### src/rtl/f_pkg.sv
// Shared types and constants for the floating-point running-max tracker.
package f_pkg;

  localparam int unsigned F_W = 32;

  typedef enum logic [1:0] {
    IDLE = 2'd0,
    SCAN = 2'd1,
    DONE = 2'd2
  } state_e;

  localparam logic [F_W-1:0] F_QNAN    = 32'h7FC0_0000;
  localparam logic [7:0]     F_EXP_MAX = 8'hFF;

  // Map an IEEE-754 single onto an unsigned key whose integer order is the float order.
  // Both zeros collapse to the same key so +0 == -0.
  function automatic logic [F_W-1:0] f_order_key(input logic [F_W-1:0] x);
    logic [F_W-1:0] k;
    if (x[30:0] == 31'd0)  k = 32'h8000_0000;
    else if (x[31])        k = ~x;
    else                   k = x | 32'h8000_0000;
    return k;
  endfunction

endpackage

### src/rtl/f_cmp_gt.sv
// Combinational strict greater-than for IEEE-754 singles, with NaN detection on a.
module f_cmp_gt
  import f_pkg::*;
(
  input  logic [F_W-1:0] a,
  input  logic [F_W-1:0] b,
  output logic           a_gt_b,
  output logic           a_is_nan
);

  logic b_is_nan;

  always_comb begin
    a_is_nan = (a[30:23] == F_EXP_MAX) && (a[22:0] != 23'd0);
    b_is_nan = (b[30:23] == F_EXP_MAX) && (b[22:0] != 23'd0);
    a_gt_b   = !a_is_nan && !b_is_nan && (f_order_key(a) > f_order_key(b));
  end

endmodule

### src/rtl/f_max_tracker.sv
// Scans len IEEE-754 singles from a valid/ready stream and reports the first maximum,
// its index, and whether any NaN was seen.
module f_max_tracker
  import f_pkg::*;
#(
  parameter int unsigned LEN_W = 8
) (
  input  logic             clk,
  input  logic             rst_n,
  input  logic             start,
  input  logic [LEN_W-1:0] len,
  input  logic             in_valid,
  output logic             in_ready,
  input  logic [31:0]      in_data,
  output logic             out_valid,
  input  logic             out_ready,
  output logic [31:0]      out_max,
  output logic [LEN_W-1:0] out_idx,
  output logic             out_nan,
  output logic             busy
);

  state_e           state_q, state_d;
  logic [LEN_W-1:0] len_q, len_d;
  logic [LEN_W-1:0] cnt_q, cnt_d;
  logic             have_num_q, have_num_d;
  logic [31:0]      max_q, max_d;
  logic [LEN_W-1:0] idx_q, idx_d;
  logic             nan_q, nan_d;
  logic             out_valid_q, out_valid_d;
  logic             in_ready_q, in_ready_d;
  logic             busy_q, busy_d;

  logic             in_gt_max;
  logic             in_is_nan;

  f_cmp_gt u_cmp (
    .a        (in_data),
    .b        (max_q),
    .a_gt_b   (in_gt_max),
    .a_is_nan (in_is_nan)
  );

  always_comb begin
    state_d    = state_q;
    len_d      = len_q;
    cnt_d      = cnt_q;
    have_num_d = have_num_q;
    max_d      = max_q;
    idx_d      = idx_q;
    nan_d      = nan_q;

    unique case (state_q)
      IDLE: begin
        if (start && (len != '0)) begin
          len_d      = len;
          cnt_d      = '0;
          have_num_d = 1'b0;
          nan_d      = 1'b0;
          state_d    = SCAN;
        end
      end
      SCAN: begin
        if (in_valid) begin
          if (in_is_nan) begin
            nan_d = 1'b1;
          end else if (!have_num_q || in_gt_max) begin
            max_d      = in_data;
            idx_d      = cnt_q;
            have_num_d = 1'b1;
          end
          cnt_d = cnt_q + LEN_W'(1);
          // Last element: publish, substituting a quiet NaN when nothing numeric arrived.
          if (cnt_q == len_q - LEN_W'(1)) begin
            state_d = DONE;
            if (!have_num_d) begin
              max_d = F_QNAN;
              idx_d = '0;
            end
          end
        end
      end
      DONE: begin
        if (out_ready) state_d = IDLE;
      end
      default: state_d = IDLE;
    endcase

    out_valid_d = (state_d == DONE);
    in_ready_d  = (state_d == SCAN);
    busy_d      = (state_d != IDLE);
  end

  always_ff @(posedge clk or negedge rst_n) begin
    if (!rst_n) begin
      state_q     <= IDLE;
      len_q       <= '0;
      cnt_q       <= '0;
      have_num_q  <= 1'b0;
      max_q       <= '0;
      idx_q       <= '0;
      nan_q       <= 1'b0;
      out_valid_q <= 1'b0;
      in_ready_q  <= 1'b0;
      busy_q      <= 1'b0;
    end else begin
      state_q     <= state_d;
      len_q       <= len_d;
      cnt_q       <= cnt_d;
      have_num_q  <= have_num_d;
      max_q       <= max_d;
      idx_q       <= idx_d;
      nan_q       <= nan_d;
      out_valid_q <= out_valid_d;
      in_ready_q  <= in_ready_d;
      busy_q      <= busy_d;
    end
  end

  assign out_valid = out_valid_q;
  assign in_ready  = in_ready_q;
  assign busy      = busy_q;
  assign out_max   = max_q;
  assign out_idx   = idx_q;
  assign out_nan   = nan_q;

endmodule

### config.mk
export PLATFORM = sky130hd
export DESIGN_NAME = f_max_tracker
export DESIGN_NICKNAME = d
export VERILOG_FILES = /design/src/rtl/f_pkg.sv /design/src/rtl/f_cmp_gt.sv /design/src/rtl/f_max_tracker.sv
export SDC_FILE = /design/constraint.sdc
export NUM_CORES = 1
export LEC_CHECK = 0
export BUFFER_PORTS_ARGS = -buffer_cell sky130_fd_sc_hd__buf_2
export CAP_MARGIN = 15
export CORE_ASPECT_RATIO = 1.2
export CORE_MARGIN = 5
export CORE_UTILIZATION = 51
export CTS_CLUSTER_DIAMETER = 200
export DETAILED_ROUTE_END_ITERATION = 10
export PLACE_DENSITY_LB_ADDON = 0.12
export SETUP_SLACK_MARGIN = 0.1
export SKIP_CTS_REPAIR_TIMING = 1
export SLEW_MARGIN = 15
export SYNTH_ARGS = -nofsm -noshare
export SYNTH_HDL_FRONTEND = slang
export SYNTH_SLANG_ARGS = --single-unit
### constraint.sdc
create_clock -name clk -period 3 [get_ports clk]
set_clock_uncertainty 0.1 [all_clocks]
set_input_delay 0.3 -clock clk [delete_from_list [all_inputs] [get_ports clk]]
set_output_delay 0.3 -clock clk [all_outputs]
set_load 0.03 [all_outputs]
== Word-level counts from Yosys, hierarchy flattened ==
Index checks and enable logic that the tools add are counted.

* Add/sub/neg operators: 2
* $lt $le $gt $ge: 1
* Equal/unequal tests: 10
* Muxes and demuxes: 30
* Bitwise gates (word level): 2
* Reduce and logical (&&, ||, !) cells: 21

{| class="wikitable"
|+ Operators with widths
! operator !! count
|-
| 2-to-1 mux 32 bit || 8
|-
| inverter 32 bit || 2
|-
| logical NOT 31 bit || 2
|-
| 2-to-1 mux 8 bit || 6
|-
| nonzero test 23 bit || 2
|-
| > comparator 32 bit || 1
|-
| == test 8 bit (second input constant) || 2
|-
| one-hot mux 8 bit (2 select lines) || 1
|-
| adder 8 x 1 -> 8 bit (second input constant) || 1
|-
| == test 8 bit || 1
|-
| 2-to-1 mux 1 bit || 8
|-
| 2-to-1 mux 2 bit || 4
|-
| nonzero test 8 bit || 1
|-
| subtractor 8 x 1 -> 8 bit (second input constant) || 1
|-
| != test 2 bit (second input constant) || 3
|-
| one-hot mux 2 bit (3 select lines) || 1
|-
| logical AND 1 bit || 5
|-
| == test 2 x 1 -> 1 bit (second input constant) || 2
|-
| == test 2 bit (second input constant) || 2
|-
| one-hot mux 1 bit (2 select lines) || 2
|-
| AND reduction 2 bit || 2
|-
| AND reduction 4 bit || 1
|-
| nonzero test 2 bit || 2
|-
| logical NOT 1 bit || 3
|-
| other kinds (3) || 3
|}

* Flip-flop bits (word level): 63
* Input port bits: 45
* Output and inout bits: 44
* Logic and storage cells: 76

== Depth between registers and ports, before layout ==
Gate-level depths: netlist of run 1.

* Word-level depth: 12
* Depth in mapped cells: 14
* Mapped depth without buffers: 12

== Modules after synthesis ==
From an unflattened synthesis of run 1, not the netlist that was laid out.

* Cell total of the unflattened synthesis: 515
* Area total of the unflattened synthesis: 4749.6 sq um

{| class="wikitable"
|+ Modules (own cells, without submodules)
! module !! instances !! cells each !! area each (sq um) !! sequential area each (sq um)
|-
| f_max_tracker || 1 || 266 || 2984.1 || 1576.5
|-
| f_cmp_gt || 1 || 249 || 1765.4 || 0.0
|}

== Worst setup path before layout of run 1 ==
OpenSTA, ideal clock, no wires.

* Path kind: register to register
* From: register max_q[31] (netlist: out_max[31])
* To: register max_q[31] (netlist: out_max[31])
* Setup time: 79 ps
* Arrival: 3300 ps
* Data required time: 2821 ps
* Setup slack: -479 ps
* Stages on the path, launching flop included: 13
* Path buffers: 3
* Period minus slack after synthesis: 3479 ps
* Cell sequence: dfrtp_1 clkbuf_1 buf_1 xor2_1 nand2_1 ha_1 nand4_1 or3_1 or3b_1 a21bo_1 o211ai_4 buf_12 mux2i_1

* Cells in the longest elaborated chain, start to end: 12
* Elaborated cells between the ends (all ways): 14
* Classes of those cells: order compare: 1; mux: 10; bitwise: 1; reduce/logical: 2

{| class="wikitable"
|+ Ends and longest elaborated chain
! element !! line !! source
|-
| from (decl) || f_max_tracker.sv:27 || <nowiki>logic [31:0] max_q, max_d;</nowiki>
|-
| from (signal assigned) || f_max_tracker.sv:111 || <nowiki>max_q <= max_d;</nowiki>
|-
| inverter 32 bit || f_pkg.sv:20 || <nowiki>else if (x[31]) k = ~x;</nowiki>
|-
| 2-to-1 mux 32 bit || f_pkg.sv:20 ||
|-
| 2-to-1 mux 32 bit || f_pkg.sv:19 || <nowiki>if (x[30:0] == 31'd0) k = 32'h8000_0000;</nowiki>
|-
| > comparator 32 bit || f_cmp_gt.sv:16 || <nowiki>a_gt_b = !a_is_nan && !b_is_nan && (f_order_key(a) > f_order_key(b));</nowiki>
|-
| logical AND 1 bit || f_cmp_gt.sv:16 ||
|-
| logical OR 1 bit || f_max_tracker.sv:67 || <nowiki>end else if (!have_num_q || in_gt_max) begin</nowiki>
|-
| 2-to-1 mux 1 bit || f_max_tracker.sv:67 ||
|-
| 2-to-1 mux 1 bit || f_max_tracker.sv:65 || <nowiki>if (in_is_nan) begin</nowiki>
|-
| 2-to-1 mux 1 bit || f_max_tracker.sv:64 || <nowiki>if (in_valid) begin</nowiki>
|-
| 2-to-1 mux 1 bit || f_max_tracker.sv:53 || <nowiki>unique case (state_q)</nowiki>
|-
| 2-to-1 mux 32 bit || f_max_tracker.sv:76 || <nowiki>if (!have_num_d) begin</nowiki>
|-
| 2-to-1 mux 32 bit * || f_max_tracker.sv:74 || <nowiki>if (cnt_q == len_q - LEN_W'(1)) begin</nowiki>
|}

Every way passes the cells marked *; elsewhere a longest branch is shown, timed or not. The select of a mux whose other input is x is not followed.
A chain may end at the register's enable or synchronous reset.

== Final worst setup path of run 1 ==
* From: register max_q[10] (netlist: out_max[10])
* To: register max_q[24] (netlist: out_max[24])

* Cells in the longest elaborated chain, start to end: 12
* Elaborated cells between the ends (all ways): 19
* Classes of those cells: order compare: 1; mux: 10; bitwise: 1; reduce/logical: 7

{| class="wikitable"
|+ Ends and longest elaborated chain
! element !! line
|-
| branches (longest 4 deep; another with > comparator 32 bit) || -
|-
| logical AND 1 bit * || f_cmp_gt.sv:16
|-
| logical OR 1 bit * || f_max_tracker.sv:67
|-
| 2-to-1 mux 1 bit || f_max_tracker.sv:67
|-
| 2-to-1 mux 1 bit || f_max_tracker.sv:65
|-
| 2-to-1 mux 1 bit || f_max_tracker.sv:64
|-
| 2-to-1 mux 1 bit || f_max_tracker.sv:53
|-
| 2-to-1 mux 32 bit || f_max_tracker.sv:76
|-
| 2-to-1 mux 32 bit * || f_max_tracker.sv:74
|}

Mark *: on every way between the ends. The select of a mux whose other input is x is not followed.

==> impl_metrics.tcl, run 1 <==
set metrics [dict create \
    fillCellCount 736 \
    mappedNetlistNets 633 \
    muxShareOfSynthArea 0.0960 \
    p_per_area_nw_per_um2 1200 \
    cts_max_level 3 \
    setup_slack_ps -606 \
    finish.utilization 0.702 \
    post-place-cells 837 \
    peakVddDrop_v 0.000658 \
    grt_remaining_overflow 0 \
    drive_above_1_share 0.328 \
    cts.sinks 63 \
    routed_via_density 5.54 \
    violations "negative hold slack, negative setup slack" \
    wl_um 14900 \
    p_int_mw 4.28 \
    clock_path_buffers 2 \
    end_kind "register" \
    pwr-share-clk 0.132 \
    tritoncts "yes" \
    final_area_um2 6610 \
    multi_input_area_um2 3040 \
    port-buffer-count 88 \
    dr.pass1.iters 5 \
    root_buffer "clkbuf_16" \
    yosys.area.top_type "dfrtp_1" \
    critical_path.startpoint "out_max[10]$_DFFE_PN0P_" \
    ys_seq_elements 63 \
    leakage_nw 3.41 \
    numCtsBuffers 9 \
    switching_share 0.461 \
    fin_cells 858 \
    synth_top_family_by_area "simple AND/OR/NAND/NOR gates" \
    synth_common_cells "dfrtp_1 (63), nand2_1 (51), nor2_1 (49), inv_1 (45), xnor2_1 (41)" \
    max-cap-violations 0 \
    grt_antenna_before_repair 0 \
    rr_startpoint "out_max[10]$_DFFE_PN0P_" \
    nets 809 \
    avgSynthCellArea_um2 8.80 \
    arrival_ps 3750 \
    path_cells "nor4_2 -> buf_4 -> nand4_1 -> nor2_2 -> nand3_2 -> buf_6 -> buf_4 -> nand2_1 -> ha_1 -> nand4_1 -> nor4_2 -> buf_4 -> or3b_1 -> a21bo_1 -> o211ai_4 -> buf_12 -> clkbuf_16 -> mux2i_1" \
    synth_xor_area_frac 0.140 \
    slew_viol_final 0 \
    synth_seq_area_share 0.323 \
    path_clk_slew_ps 60 \
    drt_iter0_drc 345 \
    yosys_warnings 0 \
    seqPwrFrac 0.201 \
    ant_nets 0 \
    timing.fmax_mhz 277 \
    netlist_top_cells_area "dfrtp_1 (32%), ha_1 (8.7%), mux2i_1 (8.2%), xnor2_1 (7.4%), xor2_1 (6.6%)" \
    crit_top_cell "buf_4" \
    core-area_um2 9420 \
    netlist_area_um2 4870 \
    critical_path.max_stage_delay_ps 410 \
    synthArstFlopShare 1.00 \
    grt_max_degree 39 \
    rsz0062_at_grt "yes" \
    start_kind "register" \
    max-slew-margin-rel 0.252 \
    synth_cell_types 50 \
    hp-class "in -> async" \
    final-seq-area_um2 1590 \
    dieArea_um2 11600 \
    rows 39 \
    initial_core_util 0.518 \
    grt_pass1_vias 4810 \
    setup_viol 40 \
    ios 89 \
    placed_cell_area_um2 6170 \
    synth_edf_count 0 \
    power_mw 7.94 \
    synth_compound_area_frac 0.116 \
    ff2ff_path_depth 18 \
    vias 4755 \
    area_delta_synth_final_pct 35.6 \
    path_max_fanout 13 \
    switching_power_mw 3.67 \
    synthDominantCellAreaShare 0.323 \
    yosys.area_share.simple 0.166 \
    required_ps 3150 \
    combPwrFrac 0.667 \
    hold_ws_ps -3.42 \
    drt-wirelength-per-cell_um 17.3 \
    grt_pass1_wl_um 23500 \
    outcome "finished, violations left" \
    fin_crit_sh 1.20 \
    die_y_um 117 \
    cp_slowest_cell "dfrtp_2" \
    synthFlopType "dfrtp_1" \
    worst_pin_slew_ps 1120 \
    drc 0 \
    timing_hold_violations_final 2 \
    die_w_um 99.2 \
    period_needed_ps 3610 \
    dp_hpwl_um 11300 \
    grt_use_total 0.256 \
    worst-setup-path-type "reg -> reg" \
    worstSkewPairLatency_ps 330 \
    synth_cells 554 \
    gp_congestion 0.946 \
    insertedDiodeCount 0 \
    synth_fa_ha_area_frac 0.0873 \
    synth_most_common_cell "dfrtp_1" \
]
-- area by class of cell --
| cell class | count | share of cell area |
|---|---|---|
| multi-input cells | 418 | 0.459 |
| flip-flops and latches | 63 | 0.240 |
| repair buffers | 193 | 0.206 |
| clock buffers | 10 | 0.0346 |
| inverters | 45 | 0.0256 |
| well taps | 123 | 0.0233 |
| clock inverters | 6 | 0.0106 |
-- layer usage --
metal	wire (µm)	vias to the layer above	global-route usage
met5	0	-	0
met4	537	0	0.132
met3	627	45	0.0409
met2	7500	130	0.433
met1	6210	2315	0.317
li1	-	2265	-
-- final timing paths --
kind	to	slack, ps
max reg2reg	out_max[24]$_DFFE_PN0P_	-610
min reg2reg	out_nan$_DFFE_PN0P_	380
max in group asynchronous	cnt_q[3]$_DFFE_PN0P_	2000
min	out_max[24]$_DFFE_PN0P_	-3
max	out_max[24]$_DFFE_PN0P_	-610
min in group clk	len_q[0]$_DFFE_PN0P_	120
-- flip-flops by register name (all words and copies together) (netlist names) --
name        cells
out_max        32
cnt_q           8
len_q           8
out_idx         8
state_q         2
busy            1
have_num_q      1
in_ready        1
out_nan         1
out_valid       1
-- worst max-delay path: cells and delay by family, from the launching register on --
family / cells / cell delay [ps]
AOI/OAI and AO/OA: 2 / 290
adders and majority gates: 1 / 150
buffers and inverters: 6 / 950
DFF: 1 / 410
muxes: 1 / 190
and+or+nand+nor: 8 / 1410
-- layout by cell type (no fill, tap or decap), types with 35 or more instances in the layout --
cell type and n:
buf_4 94, buf_2 88, dfrtp_1 53, nor2_1 48
nand2_1 47, inv_1 45, xnor2_1 41, mux2i_1 40
xor2_1 37, o21ai_0 35
-- metrics by stage --
step	setup TNS, ps	setup slack (ps)
after global placement	-30340	-775
after CTS	-26870	-721
after global routing	-30890	-808
after floorplan	-8310	-211
after detailed placement	-31760	-842
final	-22240	-606
-- kinds of logic after synthesis --
logic type	Yosys count
buffers and inverters	73
flip-flops	63
AO/OA/AOI/OAI	93
adder cells (fa/ha/maj)	34
multiplexers	46
AND/OR/NAND/NOR	167
XOR/XNOR	78
-- power by group through the flow --
| stage | logic [mW] | clock network (mW) | registers (mW) |
|---|---|---|---|
| after floorplan | 2.75 | 0 | 2.19 |
| after global placement | 4.88 | 0 | 1.58 |
| after detailed placement | 5.03 | 0 | 1.59 |
| after CTS | 5.07 | 1.06 | 1.58 |
| after global routing | 5.79 | 1.10 | 1.64 |
| final | 5.30 | 1.05 | 1.60 |
(Power assumes the default switching activity.)
==> run 2: changes to the inputs <==
CAP_MARGIN = 20   (was 15)
CORE_UTILIZATION = 61   (was 51)
GPL_ROUTABILITY_DRIVEN = 0   (was not set)
clock period = 4.3 ns   (was 3 ns; I/O delays follow)
==> run 2 against run 1 <==
  * The flow now finishes without violations
  * Combinational power decreased by 47%
  * Flip-flop and latch count unchanged
  * Sequential power decreased by 23%
  * First-iteration DRC count decreased by 16%
  * Die area decreased by 15%
  * Largest power group unchanged
  * Worst setup slack improved by 1000 ps
  * Core utilization increased by 2.1 points
  * Via count decreased by 9.9%
==> impl_metrics.tcl, run 2 (synthesis results as in run 1) <==
set metrics [dict create \
    grt_pass1_wl_um 21300 \
    post-place-cells 716 \
    seqPwrFrac 0.267 \
    rsz0062_at_grt "no" \
    vias 4283 \
    worst-setup-path-type "reg -> reg" \
    path_max_fanout 19 \
    dieArea_um2 9890 \
    dp_hpwl_um 9590 \
    grt_remaining_overflow 0 \
    tritoncts "yes" \
    outcome "completed" \
    p_int_mw 2.33 \
    placed_cell_area_um2 5380 \
    pwr-share-clk 0.128 \
    die_w_um 91.6 \
    start_kind "register" \
    switching_share 0.498 \
    fin_crit_sh 0.902 \
    switching_power_mw 2.32 \
    most-common-layout-cells "buf_2 (88), dfrtp_1 (63), nand2_1 (51)" \
    cts.sinks 63 \
    timing_hold_violations_final 0 \
    leakage_nw 2.88 \
    multi_input_area_um2 2970 \
    max-slew-margin-rel 0.275 \
    die_y_um 108 \
    arrival_ps 4050 \
    period_needed_ps 3880 \
    initial_core_util 0.629 \
    ant_nets 0 \
    peakVddDrop_v 0.000442 \
    final_area_um2 5600 \
    largest_register_ffs 32 \
    end_kind "register" \
    max-cap-violations 0 \
    grt_pass1_vias 4404 \
    core-area_um2 7750 \
    worstSkewPairLatency_ps 360 \
    critical_path.startpoint "out_max[18]$_DFFE_PN0P_" \
    timing.fmax_mhz 258 \
    fillCellCount 613 \
    final-seq-area_um2 1580 \
    nets 714 \
    grt_antenna_before_repair 0 \
    grt_use_total 0.270 \
    dr.pass1.iters 4 \
    final_common_cell "buf_2" \
    fin_cells 732 \
    setup_viol 0 \
    drc 0 \
    routed_via_density 5.85 \
    wl_um 12700 \
    drt-wirelength-per-cell_um 17.3 \
    area_delta_synth_final_pct 14.9 \
    r2r_setup_slack_ps 420 \
    insertedDiodeCount 0 \
    worst_pin_slew_ps 1090 \
    power_mw 4.65 \
    drt_iter0_drc 290 \
    slew_viol_final 0 \
    path_clk_slew_ps 80 \
    rr_startpoint "out_max[18]$_DFFE_PN0P_" \
    hp-class "in -> async" \
    ios 89 \
    tns_ps 0 \
    drive_above_1_share 0.195 \
    root_buffer "clkbuf_8" \
    clock_path_buffers 2 \
    numCtsBuffers 9 \
    p_per_area_nw_per_um2 830 \
    combPwrFrac 0.606 \
    grt_max_degree 34 \
    cts_max_level 3 \
    rows 35 \
    required_ps 4470 \
    port-buffer-count 88 \
]
## run 2: cell count changes in the layout (fill, tap and decap cells not counted), sizes merged
cell      before  now
clkbuf        13   10
bufinv         1    2
clkinv         1    0
clkinvlp       3    2
buf          190   98
inv           46   47
## run 2: power groups by stage
stage               registers (mW)  clock network [mW]  logic, mW
floorplan                     1.52                   0       1.86
global placement              1.23                   0       2.72
detailed placement            1.24                   0       2.81
CTS                           1.23               0.609       2.83
global route                  1.28               0.630       3.12
finish                        1.24               0.594       2.82
## run 2: path summary, 6_finish.rpt
kind                                      endpoint  cells past startpoint
min in group clk              len_q[1]$_DFFE_PN0P_                      3
min reg2reg                    out_nan$_DFFE_PN0P_                      1
max                        out_max[14]$_DFFE_PN0P_                     14
min                         out_idx[3]$_DFFE_PN0P_                      1
max reg2reg                out_max[14]$_DFFE_PN0P_                     14
max in group asynchronous  out_max[29]$_DFFE_PN0P_                      2
## run 2: stage by stage
step | hold WS [ps] | setup WS (ps) | utilization
6_report | 3.54 | 423 | 0.723
5_1_grt | 51.7 | 229 | 0.723
4_1_cts | 19.5 | 455 | 0.723
3_5_place_dp | 375 | 256 | 0.694
3_3_place_gp | 367 | 395 | 0.694
2_1_floorplan | 34.4 | 743 | -
## run 2: worst max-delay path, cell delays in order (launching register included)
cell and delay [ps]:
dfrtp_1 440, nor4_1 420, nand4_1 220, nor2_1 190, nand3_1 120, buf_4 260, nand2_1 90, ha_1 160
nand4_1 130, nor4_1 400, or3b_1 390, a21bo_1 220, o211ai_4 90, buf_4 310, mux2i_1 250
## run 2: routing by layer
| layer | vias to the layer above | wire, µm | track usage | share of wire |
|---|---|---|---|---|
| met4 | 0 | 400 | 0.115 | 0.032 |
| met1 | 2073 | 5100 | 0.317 | 0.40 |
| met3 | 37 | 463 | 0.0476 | 0.037 |
| met2 | 103 | 6720 | 0.484 | 0.53 |
| li1 | 2070 | - | - | - |
| met5 | - | 0 | 0 | 0 |
## run 2: layout make-up
cell class	instances	share of cell area
clock buffer	10	0.0228
clock inverter	6	0.0165
multi-input combinational	418	0.530
inverter	45	0.0301
timing repair buffer	98	0.0987
tap	92	0.0205
sequential	63	0.281
==> run 3: changes to the inputs <==
==> constraint.sdc (replaced) <==
create_clock -name clk -period 4.3 [get_ports clk]
set_clock_uncertainty 0.1 [all_clocks]
set_input_delay 0.215 -clock clk [delete_from_list [all_inputs] [get_ports clk]]
set_output_delay 0.215 -clock clk [all_outputs]
set_load 0.03 [all_outputs]
==> run 3 against run 2 <==
  * The flow now finishes with violations (negative hold slack)
  * Combinational power is 4% higher
  * Via count up 1.5%
  * Clock-buffer cell count unchanged
  * Worst hold slack got worse by 83 ps
  * Cell area hardly changed
  * Clock power fell by 9.8%
  * Power rose by 0.68%
  * Maximum frequency fell by 0.39%
  * Wire length grew 3.1%
  * Critical path type unchanged
==> impl_metrics.tcl, run 3 (synthesis results as in run 1) <==
set metrics [dict create \
    seqPwrFrac 0.260 \
    clock_path_buffers 2 \
    final_common_cell "buf_2" \
    grt_max_degree 64 \
    met3_usage 0.0385 \
    vias 4348 \
    peakVddDrop_v 0.000465 \
    hp-class "in -> async" \
    drc 0 \
    drt-wirelength-per-cell_um 17.8 \
    start_kind "register" \
    worst-setup-path-type "reg -> reg" \
    grt_antenna_before_repair 0 \
    post-place-cells 718 \
    numCtsBuffers 9 \
    arrival_ps 4060 \
    area_delta_synth_final_pct 15.0 \
    outcome "finished, violations left" \
    critical_path.startpoint "out_max[10]$_DFFE_PN0P_" \
    port-buffer-count 88 \
    finish.utilization 0.723 \
    dp_hpwl_um 9540 \
    hold_ws_ps -79.1 \
    worstSkewPairLatency_ps 360 \
    dieArea_um2 9890 \
    root_buffer "clkbuf_8" \
    nets 718 \
    ff2ff_path_depth 14 \
    grt_remaining_overflow 0 \
    post-place-ws_ps 461 \
    worst_pin_slew_ps 965 \
    insertedDiodeCount 0 \
    rsz0062_at_grt "no" \
    die_w_um 91.6 \
    timing.fmax_mhz 257 \
    leakage_nw 2.89 \
    tritoncts "yes" \
    routed_via_density 5.91 \
    max-cap-violations 0 \
    setup_slack_ps 408 \
    busiest_layer "met2" \
    cts_max_level 3 \
    tns_ps 0 \
    rr_startpoint "out_max[10]$_DFFE_PN0P_" \
    cts.sinks 63 \
    p_per_area_nw_per_um2 836 \
    switching_power_mw 2.38 \
    fin_cells 736 \
    grt_use_met1 0.327 \
    dr.pass1.iters 5 \
    grt_util_met2 0.487 \
    max-slew-margin-rel 0.357 \
    initial_core_util 0.629 \
    most-common-layout-cells "buf_2 (88), dfrtp_1 (63), nand2_1 (51)" \
    pwr-share-clk 0.115 \
    grt_pass1_vias 4497 \
    core-area_um2 7750 \
    drt_iter0_drc 254 \
    path_max_fanout 25 \
    grt_use_total 0.276 \
    path_clk_slew_ps 80 \
    slew_viol_final 0 \
    drive_above_1_share 0.200 \
    required_ps 4470 \
    grt_pass1_wl_um 21700 \
    setup_viol 0 \
    fin_crit_sh 0.905 \
    p_int_mw 2.30 \
    ios 89 \
    period_needed_ps 3890 \
    combPwrFrac 0.626 \
    end_kind "register" \
    rows 35 \
    switching_share 0.509 \
    violations "negative hold slack" \
    die_y_um 108 \
    ant_nets 0 \
    largest_register_ffs 32 \
    wl_um 13100 \
    timing_hold_violations_final 64 \
]
-- run 3: final timing paths --
check,slack [ps],to
worst min register to register,380,out_nan$_DFFE_PN0P_
worst max-delay path,410,out_idx[6]$_DFFE_PN0P_
worst max register to register,410,out_idx[6]$_DFFE_PN0P_
max in group asynchronous,3650,out_max[26]$_DFFE_PN0P_
worst min-delay path,-80,out_idx[2]$_DFFE_PN0P_
min in group clk,-10,len_q[0]$_DFFE_PN0P_
-- run 3: worst max-delay path, stage by stage, from the launching register on --
cell and delay (ps):
dfrtp_1 460, nor4_1 470, nand4_1 180, nor2_1 160, nand3_1 230, buf_4 280
nand2_1 70, ha_1 160, nand4_1 110, or3_1 390, or3b_1 380, a21bo_1 220
o211ai_4 110, buf_12 250, mux2i_1 230
-- run 3: area by class of cell --
cell class | instances | area [µm²]
clock inverters | 6 | 70.1
well taps | 92 | 115
multi-input cells | 418 | 2970
fillers | 605 | 2150
flip-flops and latches | 63 | 1580
repair buffers | 102 | 578
inverters | 45 | 169
clock buffers | 10 | 128
-- run 3: power groups by stage --
| stage | Combinational (mW) | Sequential (mW) | Clock [mW] |
|---|---|---|---|
| after floorplan | 1.86 | 1.52 | 0 |
| after global placement | 2.78 | 1.20 | 0 |
| after detailed placement | 2.87 | 1.22 | 0 |
| after CTS | 2.90 | 1.21 | 0.543 |
| after global routing | 3.22 | 1.26 | 0.567 |
| final | 2.93 | 1.22 | 0.536 |
-- run 3: routing by layer --
metal	wire length, µm	part of all wire
met4	504	0.039
met5	0	0
met3	581	0.044
met2	6790	0.52
met1	5200	0.40
-- run 3: metrics by stage --
step	area, µm²	power (mW)
after floorplan	4870	3.38
after global placement	5390	3.98
after detailed placement	5390	4.09
after CTS	5580	4.65
after global routing	5610	5.04
final	5610	4.68
